**src/rtl/i2c_regbank.sv**
```systemverilog
// I2C register bank: byte-addressed RO/RW 16-bit registers behind a byte-level
// I2C controller, with staged writes committed on stop and coherent 16-bit reads.
module i2c_regbank #(
  parameter int N_RO = 8,
  parameter int N_RW = 8,
  parameter logic [16*N_RW-1:0] RW_INIT = {N_RW{16'h0000}}
) (
  input  logic              clk,
  input  logic              rstn,
  input  logic              start,
  input  logic              stop,
  input  logic              data_vld,
  input  logic              r_w,
  input  logic [7:0]        rx_byte,
  output logic [7:0]        tx_byte,
  output logic              stretch_on,
  input  logic [16*N_RO-1:0] ro_data,
  input  logic              lock,
  output logic [16*N_RW-1:0] rw_data,
  output logic [N_RW-1:0]   wr_strobe,
  output logic              wr_err
);

  if (N_RO + N_RW > 128 || N_RW < 1) begin : g_bad_cfg
    $error("i2c_regbank: N_RO+N_RW must be <= 128 and N_RW >= 1");
  end

  localparam logic [1:0] IDLE  = 2'd0;
  localparam logic [1:0] PTR   = 2'd1;
  localparam logic [1:0] WDATA = 2'd2;
  localparam logic [1:0] RDATA = 2'd3;

  localparam logic [7:0] PMAX = 8'(2 * (N_RO + N_RW) - 1);

  logic [1:0]         state_q, state_d;
  logic [7:0]         ptr_q, ptr_d;
  logic [16*N_RW-1:0] stage_q, stage_d;
  logic [N_RW-1:0]    pend_q, pend_d;
  logic [16*N_RW-1:0] rw_q, rw_d;
  logic [N_RW-1:0]    strb_q, strb_d;
  logic               err_q, err_d;
  logic [7:0]         tx_q, tx_d;
  logic [7:0]         snap_q, snap_d;
  logic               snap_vld_q, snap_vld_d;
  logic [6:0]         snap_idx_q, snap_idx_d;

  logic [6:0]         idx;
  logic [7:0]         ptr_inc;
  logic [15:0]        word;
  logic               mapped;
  logic               is_rw;
  logic [N_RW-1:0]    rwsel;

  assign idx     = ptr_q[7:1];
  assign ptr_inc = (ptr_q == PMAX) ? 8'h00 : ptr_q + 8'd1;

  always_comb begin
    word   = 16'hFFFF;
    mapped = 1'b0;
    is_rw  = 1'b0;
    rwsel  = '0;
    for (int k = 0; k < N_RO; k++) begin
      if (idx == 7'(k)) begin
        word   = ro_data[16*k +: 16];
        mapped = 1'b1;
      end
    end
    // RW reads see committed values only, never the staging copy
    for (int k = 0; k < N_RW; k++) begin
      if (idx == 7'(N_RO + k)) begin
        word     = rw_q[16*k +: 16];
        mapped   = 1'b1;
        is_rw    = 1'b1;
        rwsel[k] = 1'b1;
      end
    end
  end

  assign stretch_on = (state_q == RDATA) & data_vld & ~start & ~stop;

  always_comb begin
    state_d    = state_q;
    ptr_d      = ptr_q;
    stage_d    = stage_q;
    pend_d     = pend_q;
    rw_d       = rw_q;
    strb_d     = '0;
    err_d      = 1'b0;
    tx_d       = tx_q;
    snap_d     = snap_q;
    snap_vld_d = snap_vld_q;
    snap_idx_d = snap_idx_q;
    if (stop) begin
      state_d    = IDLE;
      snap_vld_d = 1'b0;
      for (int k = 0; k < N_RW; k++) begin
        if (pend_q[k]) rw_d[16*k +: 16] = stage_q[16*k +: 16];
      end
      // unpaired MSB bytes are dropped by resyncing staging
      stage_d = rw_d;
      strb_d  = pend_q;
      pend_d  = '0;
    end else if (start) begin
      state_d    = r_w ? RDATA : PTR;
      snap_vld_d = 1'b0;
    end else if (data_vld) begin
      case (state_q)
        PTR: begin
          ptr_d   = rx_byte;
          state_d = WDATA;
        end
        WDATA: begin
          if (is_rw && !lock) begin
            for (int k = 0; k < N_RW; k++) begin
              if (rwsel[k]) begin
                if (ptr_q[0]) begin
                  stage_d[16*k +: 8] = rx_byte;
                  pend_d[k]          = 1'b1;
                end else begin
                  stage_d[16*k+8 +: 8] = rx_byte;
                end
              end
            end
          end else begin
            err_d = 1'b1;
          end
          ptr_d = ptr_inc;
        end
        RDATA: begin
          ptr_d      = ptr_inc;
          snap_vld_d = 1'b0;
          if (!mapped) begin
            tx_d = 8'hFF;
          end else if (!ptr_q[0]) begin
            tx_d       = word[15:8];
            snap_d     = word[7:0];
            snap_vld_d = 1'b1;
            snap_idx_d = idx;
          end else if (snap_vld_q && snap_idx_q == idx) begin
            tx_d = snap_q;
          end else begin
            tx_d = word[7:0];
          end
        end
        default: ;
      endcase
    end
  end

  always_ff @(posedge clk or negedge rstn) begin
    if (!rstn) begin
      state_q    <= IDLE;
      ptr_q      <= 8'h00;
      stage_q    <= RW_INIT;
      pend_q     <= '0;
      rw_q       <= RW_INIT;
      strb_q     <= '0;
      err_q      <= 1'b0;
      tx_q       <= 8'hFF;
      snap_q     <= 8'h00;
      snap_vld_q <= 1'b0;
      snap_idx_q <= 7'h00;
    end else begin
      state_q    <= state_d;
      ptr_q      <= ptr_d;
      stage_q    <= stage_d;
      pend_q     <= pend_d;
      rw_q       <= rw_d;
      strb_q     <= strb_d;
      err_q      <= err_d;
      tx_q       <= tx_d;
      snap_q     <= snap_d;
      snap_vld_q <= snap_vld_d;
      snap_idx_q <= snap_idx_d;
    end
  end

  assign tx_byte   = tx_q;
  assign rw_data   = rw_q;
  assign wr_strobe = strb_q;
  assign wr_err    = err_q;

endmodule
```
**config.mk**
```make
export PLATFORM = sky130hd
export DESIGN_NAME = i2c_regbank
export DESIGN_NICKNAME = d
export VERILOG_FILES = /design/src/rtl/i2c_regbank.sv
export SDC_FILE = /design/constraint.sdc
export NUM_CORES = 1
export LEC_CHECK = 0
export ABC_AREA = 1
export CAP_MARGIN = 20
export CORE_MARGIN = 2
export CORE_UTILIZATION = 53
export CTS_CLUSTER_SIZE = 20
export DETAILED_ROUTE_END_ITERATION = 6
export PLACE_DENSITY = 0.76
export SYNTH_ARGS = -nofsm -noshare
export SYNTH_HDL_FRONTEND = slang
export SYNTH_SLANG_ARGS = --single-unit
```
**constraint.sdc**
```tcl
create_clock -name clk -period 2.1 [get_ports clk]
set_input_delay 0.525 -clock clk [delete_from_list [all_inputs] [get_ports clk]]
set_output_delay 0.525 -clock clk [all_outputs]
set_load 0.005 [all_outputs]
```
==> impl_metrics.csv, run 1 <==
group,metric,value,unit
outcome,status,"finished with violations",
outcome,failed_checks,"design-rule violations, negative setup slack",
sta,setup_violations,136,
drt,drt-initial-drc-count,1821,
floorplanning,core_area,29700,sq um
worst_setup_path,r2r-start,"ptr_q[7]",
synthesis,synth_seq_area_share,0.479,
placement,pre_cts_ws,-518,ps
final_layout,areaGrowthSynthToFinish,43.8,%
final_layout,diodes,0,
sta,timing.fmax,0.403,GHz
synthesis,ys_async_sr_fraction,1.00,
worst_setup_path,r2r_cells,18,
cts,cts_sinks,307,
hold_path,worst_hold_path_type,"input pin to register",
drt,ant_nets,0,
worst_setup_path,arrival,2890,ps
cts,clock-root-buffer,"clkbuf_16",
pwr,powerDensity,855,nW/um^2
pwr,ir_drop,855,uV
synthesis,synth-main-ff-cell,"dfrtp_1",
final_layout,drive_gt1_frac,0.180,
synthesis,ys_types,45,
floorplanning,die-area,31700,sq um
drt,dr_total_vias,17322,
grt,grt_pass1_wl,91700,um
floorplanning,start_util,0.541,
synthesis,synth_top_family_by_area,"simple AND/OR/NAND/NOR gates",
synthesis,synth_adder_area_share,0.000779,
hold_path,worstHoldStart,"stop",
placement,dp.cells,2819,
final_layout,num-nets-final,2687,
cts,cts_buffers,34,
grt,grt_max_degree,53,
cts,cts_tree,"built",
placement,finalWeightedCongestion,0.988,
final_layout,fillers,2047,
pwr,power.leakage,10.8,nW
synthesis,synth_simple_gate_area_frac,0.253,
placement,hpwl,41200,um
worst_setup_path,worstPathMaxFanout,13,
drt,wirelength,64600,um
drt,met3_length,7330,um
final_layout,layout_common_cells,"nand2_1, dfrtp_1, clkdlybuf4s50_1",
floorplanning,die_h,178,um
worst_setup_path,end_kind,"register",
final_layout,final_cell_count_no_fill,2957,
sta,clock_skew,22.3,ps
worst_setup_path,critical_path_class,"register to register",
grt,grt_pass1_vias,16346,
synthesis,synth_nets,2266,
sta,layout_setup_ws,-382,ps
cts,clkTransAtPathRegs,60,ps
synthesis,syn_area,16100,sq um
drt,highest_layer,"met4",
synthesis,synthXorXnorAreaFrac,0.00273,
synthesis,synth.avg_cell_area,7.57,sq um
worst_setup_path,crit_start,"ptr_q[7]",
floorplanning,num_io_pins,289,
sta,hold_violations,0,
worst_setup_path,crit_path_start_kind,"register",
synthesis,muxShareOfSynthArea,0,
synthesis,synth_edf_count,0,
floorplanning,die_x,178,um
cts,htreeDepth,2,
synthesis,syn_inst,2122,
cts,clockBufferDepth,3,
pwr,fin_total_pwr,0.0197,W
job,cap_violations,0,
final_layout,final_common_cell,"nand2_1",
sta,fin_crit_sh,1.18,
sta,relSlewSlack,0.414,
drt,avgRoutedWirePerCell,21.8,um
sta,finalCriticalPeriod,2480,ps
sta,rsz0062_at_grt,"yes",
grt,grt_overflow,0,
grt,antenna_found_initial,0,
sta,tightestPinTransition,879,ps
synthesis,ys_ff_latch,307,
worst_setup_path,worstPathRequired,2510,ps
final_layout,final_core_util,0.778,
floorplanning,rows,63,
placement,portBuffers,288,
drt,via_per_inst,5.86,
synthesis,synth_compound_area_frac,0.176,
grt,track_usage,0.383,
synthesis,yosysWarnings,0,
drt,first_pass_iters,7,
drt,drc,1,
drt,wirelength_met1,22800,um
cts,clk_latency,520,ps
hold_path,min_delay_path_depth,2,
sta,slew_violations,0,
drt,dr_wl_met2,30000,um
Yosys cell counts, types with 2 or more instances:
library cell	count	share of area
nand2_2	5	0.0019
nand4_1	26	0.010
buf_1	11	0.0026
inv_1	225	0.053
or2_2	31	0.012
a22oi_1	5	0.0023
dfrtp_1	299	0.47
a21oi_1	146	0.045
o21ai_1	8	0.0025
a221oi_1	3	0.0016
buf_6	6	0.0042
clkinv_1	2	0.00047
o21a_1	6	0.0028
clkbuf_1	71	0.017
buf_2	25	0.0078
nand3_1	54	0.017
nor2_4	19	0.013
a211oi_1	2	0.00093
or2_1	7	0.0027
xor2_1	3	0.0016
xnor2_1	2	0.0011
nor3_1	4	0.0012
inv_2	8	0.0019
nor2_1	177	0.041
nor2_8	4	0.0050
buf_4	6	0.0028
nor2_2	6	0.0023
o21ai_0	290	0.090
nand2_1	555	0.13
dfstp_2	8	0.013
nand3b_1	25	0.012
o211ai_1	3	0.0014
a31oi_1	65	0.025
a22o_1	2	0.0011
o22ai_1	3	0.0012
worst paths after layout:
kind                       slack (ps)     endpoint
setup / recovery                 -380    snap_q[4]
setup reg to reg                 -380    snap_q[4]
hold reg to reg                   480   tx_byte[2]
hold / removal                    310   state_q[0]
min in group asynchronous         520  rw_data[52]
max in group asynchronous         870   tx_byte[4]
per-stage QoR:
| step | cell area, sq um | setup TNS, ps | hold slack (ps) |
|---|---|---|---|
| after floorplan | 16100 | 0 | 229 |
| after global placement | 20300 | -62080 | 468 |
| after detailed placement | 20300 | -67360 | 474 |
| after CTS | 22400 | -19220 | 301 |
| after global routing | 23100 | -28770 | 303 |
| final | 23100 | -16040 | 307 |
cell families (layout without fill, tap and decap cells):
group / count (synthesis) / after routing
simple gates: 920 / 928
flops: 307 / 307
fa+ha+maj: 1 / 1
xor+xnor: 5 / 5
compound gates: 535 / 535
buf+inv: 354 / 791
worst max-delay path, cell delays in order, from the launching register on:
cell	delay (ps)
dfrtp_1	390
inv_2	80
nand2_2	60
nor2_4	190
clkbuf_16	190
buf_8	140
nand3b_1	140
nand3_4	110
nand3_4	130
nand2_1	100
nand2_1	60
nand3_2	80
nand2_1	70
nand2_2	100
nand2_2	90
nand4_1	150
buf_4	140
nand3_1	70
o21a_1	110
metal layers:
metal	vias to the layer above	track usage
met5	-	0
li1	7736	-
met1	8244	0.452
met3	242	0.0993
met2	1100	0.616
met4	0	0.263
final cells by class:
class | instances | area [sq um] | share of cell area
Sequential cell | 307 | 7700 | 0.333
Multi-Input combinational cell | 1469 | 7460 | 0.323
Timing Repair Buffer | 496 | 5360 | 0.232
Clock buffer | 48 | 995 | 0.0430
Inverter | 235 | 893 | 0.0387
Tap cell | 390 | 488 | 0.0211
Clock inverter | 12 | 214 | 0.00926
power breakdown:
part / internal [W] / leakage (nW) / switching [W]
logic: 0.00259 / 6.44 / 0.00279
registers: 0.00694 / 3.75 / 0.000924
clock network: 0.00404 / 0.598 / 0.00246
total: 0.0136 / 10.8 / 0.00617
flip-flops by register name, summed over array words and instances (netlist names), 2 cells and up:
signal	cells
tx_byte	8
wr_strobe	8
ptr_q	8
rw_data	128
snap_idx_q	7
stage_q	128
snap_q	8
state_q	2
pend_q	8
repair_timing:
action | CTS | global route
setup endpoints to repair | 142 | 164
hold endpoints to repair | 42 | 0
resized for setup | 74 | 113
setup buffers | 39 | 18
hold buffers | 1 | 0
pin swaps | 47 | 49
cloned | 11 | 12
Note: power is estimated with default switching activity, not from simulation.
==> inputs of run 2 (changes only) <==
--- a/config.mk
+++ b/config.mk
@@ -7,7 +7,6 @@
 export LEC_CHECK = 0
 export ABC_AREA = 1
 export CAP_MARGIN = 20
-export CORE_MARGIN = 2
 export CORE_UTILIZATION = 53
 export CTS_CLUSTER_SIZE = 20
 export DETAILED_ROUTE_END_ITERATION = 6
==> impl_metrics.csv, run 2 (synthesized netlist as in run 1, its figures left out) <==
group,metric,value,unit
final_layout,multi_input_area,8200,sq um
sta,finalCriticalPeriod,2530,ps
floorplanning,die_h,176,um
drt,first_pass_iters,6,
final_layout,layout_common_cells,"nand2_1, clkdlybuf4s50_1, dfrtp_1",
sta,fin_crit_sh,1.20,
placement,pre_cts_ws,-566,ps
drt,avgRoutedWirePerCell,22.0,um
sta,hold_violations,0,
final_layout,diodes,0,
sta,timing.fmax,0.396,GHz
grt,track_usage,0.403,
final_layout,drive_gt1_frac,0.260,
worst_setup_path,worstPathMaxFanout,11,
worst_setup_path,cpPeakStageDelay,380,ps
sta,rsz0062_at_grt,"yes",
pwr,powerDensity,821,nW/um^2
worst_setup_path,end_kind,"register",
grt,use_met1,0.488,
worst_setup_path,path_cells,"inv_2, nand2_2, nor2_4, buf_6, buf_4, nand2_8, nand2_2, nor2_1, nand3_1, nand2_2, nand3_4, nand2_2, nand4_1, nand2_1, nand3_1, nand2_1, inv_1, a21oi_2",
sta,layout_setup_ws,-426,ps
final_layout,areaGrowthSynthToFinish,50.3,%
worst_setup_path,arrival,3030,ps
cts,cts_tree,"built",
grt,grt-busiest-layer,"met2",
grt,grt_use_met3,0.0741,
job,cap_violations,0,
final_layout,seq_area,7730,sq um
placement,portBuffers,288,
cts,clock-root-buffer,"clkbuf_16",
hold_path,worstHoldStart,"stop",
drt,wirelength,65600,um
cts,clk_latency,590,ps
sta,relSlewSlack,0.262,
placement,hpwl,41000,um
floorplanning,die-area,31000,sq um
drt,dr_total_vias,17651,
grt,grt_max_degree,72,
cts,clkTransAtPathRegs,60,ps
hold_path,worst_hold_path_type,"input pin to register",
sta,clock_skew,21.9,ps
floorplanning,start_util,0.541,
sta,slew_violations,0,
pwr,power.leakage,11.3,nW
sta,tightestPinTransition,1110,ps
worst_setup_path,worstPathRequired,2600,ps
final_layout,num-nets-final,2711,
outcome,failed_checks,"negative setup slack",
floorplanning,rows,63,
floorplanning,num_io_pins,289,
worst_setup_path,timing.critical_path.slowest_stage_cell,"dfrtp_1",
worst_setup_path,crit_path_start_kind,"register",
worst_setup_path,cpMostUsedCell,"nand2_2",
grt,antenna_found_initial,0,
final_layout,final_area,24100,sq um
placement,finalWeightedCongestion,0.998,
final_layout,fillers,1828,
final_layout,final_common_cell,"nand2_1",
drt,ant_nets,0,
cts,cts_sinks,307,
floorplanning,die_x,176,um
sta,setup_violations,152,
worst_setup_path,r2r_slack,-430,ps
pwr,ir_drop,701,uV
cts,htreeDepth,1,
grt,grt_overflow,0,
worst_setup_path,crit_start,"ptr_q[7]",
worst_setup_path,r2r-start,"ptr_q[7]",
placement,postPlaceCellArea,20400,sq um
cts,cts_buffers,31,
floorplanning,core_area,29700,sq um
cts,clockBufferDepth,3,
drt,drc,0,
worst_setup_path,critical_path_class,"register to register",
grt,grt_pass1_vias,16812,
drt,via_per_inst,5.92,
drt,drt-initial-drc-count,1879,
grt,grt_pass1_wl,94900,um
grt,grtUsageMet2,0.665,
outcome,status,"finished with violations",
run 2: critical path, delay by kind of cell (launching register included):
| kind | cells | cell delay, ps |
|---|---|---|
| AOI/OAI and AO/OA | 1 | 120 |
| and+or+nand+nor | 13 | 1540 |
| buffers and inverters | 4 | 420 |
| DFF | 1 | 380 |
run 2: worst paths after layout:
check / cells past startpoint / end
min in group asynchronous: 2 / rw_data[49]
max reg2reg: 18 / tx_byte[3]
min: 2 / state_q[0]
max: 18 / tx_byte[3]
min reg2reg: 2 / tx_byte[2]
max in group asynchronous: 3 / rw_data[19]
run 2: report_power, final:
part           switching (W)  internal (W)  total [W]
registers           0.000948       0.00696    0.00791
clock network        0.00246       0.00376    0.00622
logic                0.00303       0.00267    0.00570
run 2: cell type report:
type                            count  area share
Timing Repair Buffer              524       0.235
Sequential cell                   307       0.320
Clock buffer                       41      0.0374
Tap cell                          390      0.0202
Multi-Input combinational cell   1468       0.340
Clock inverter                     17      0.0104
Inverter                          235      0.0371
run 2: repair_timing:
| item | in CTS | in global routing |
|---|---|---|
| setup buffers | 67 | 14 |
| resized for setup | 236 | 264 |
| hold buffers | 1 | 0 |
| endpoints found under the setup margin | 171 | 170 |
| hold endpoints to repair | 44 | 0 |
| cloned | 16 | 8 |
| pin swaps | 97 | 104 |
run 2: stage by stage:
step                      power (W)  hold slack [ps]  TNS (ps)   util  cells
after floorplan             0.00972              229         0      -   2122
after global placement       0.0124              468    -60590  0.686   2829
after detailed placement     0.0125              470    -67260  0.686   2829
after CTS                    0.0192              270    -18680  0.780   2969
after global routing         0.0206              275    -47820  0.812   2982
final                        0.0198              276    -37130  0.812   2982
run 2: per-layer routing:
| metal | wire, um | up-vias |
|---|---|---|
| met5 | 0 | - |
| met4 | 4570 | 0 |
| met3 | 7200 | 284 |
| met2 | 31200 | 1220 |
| met1 | 22600 | 8367 |
| li1 | - | 7780 |
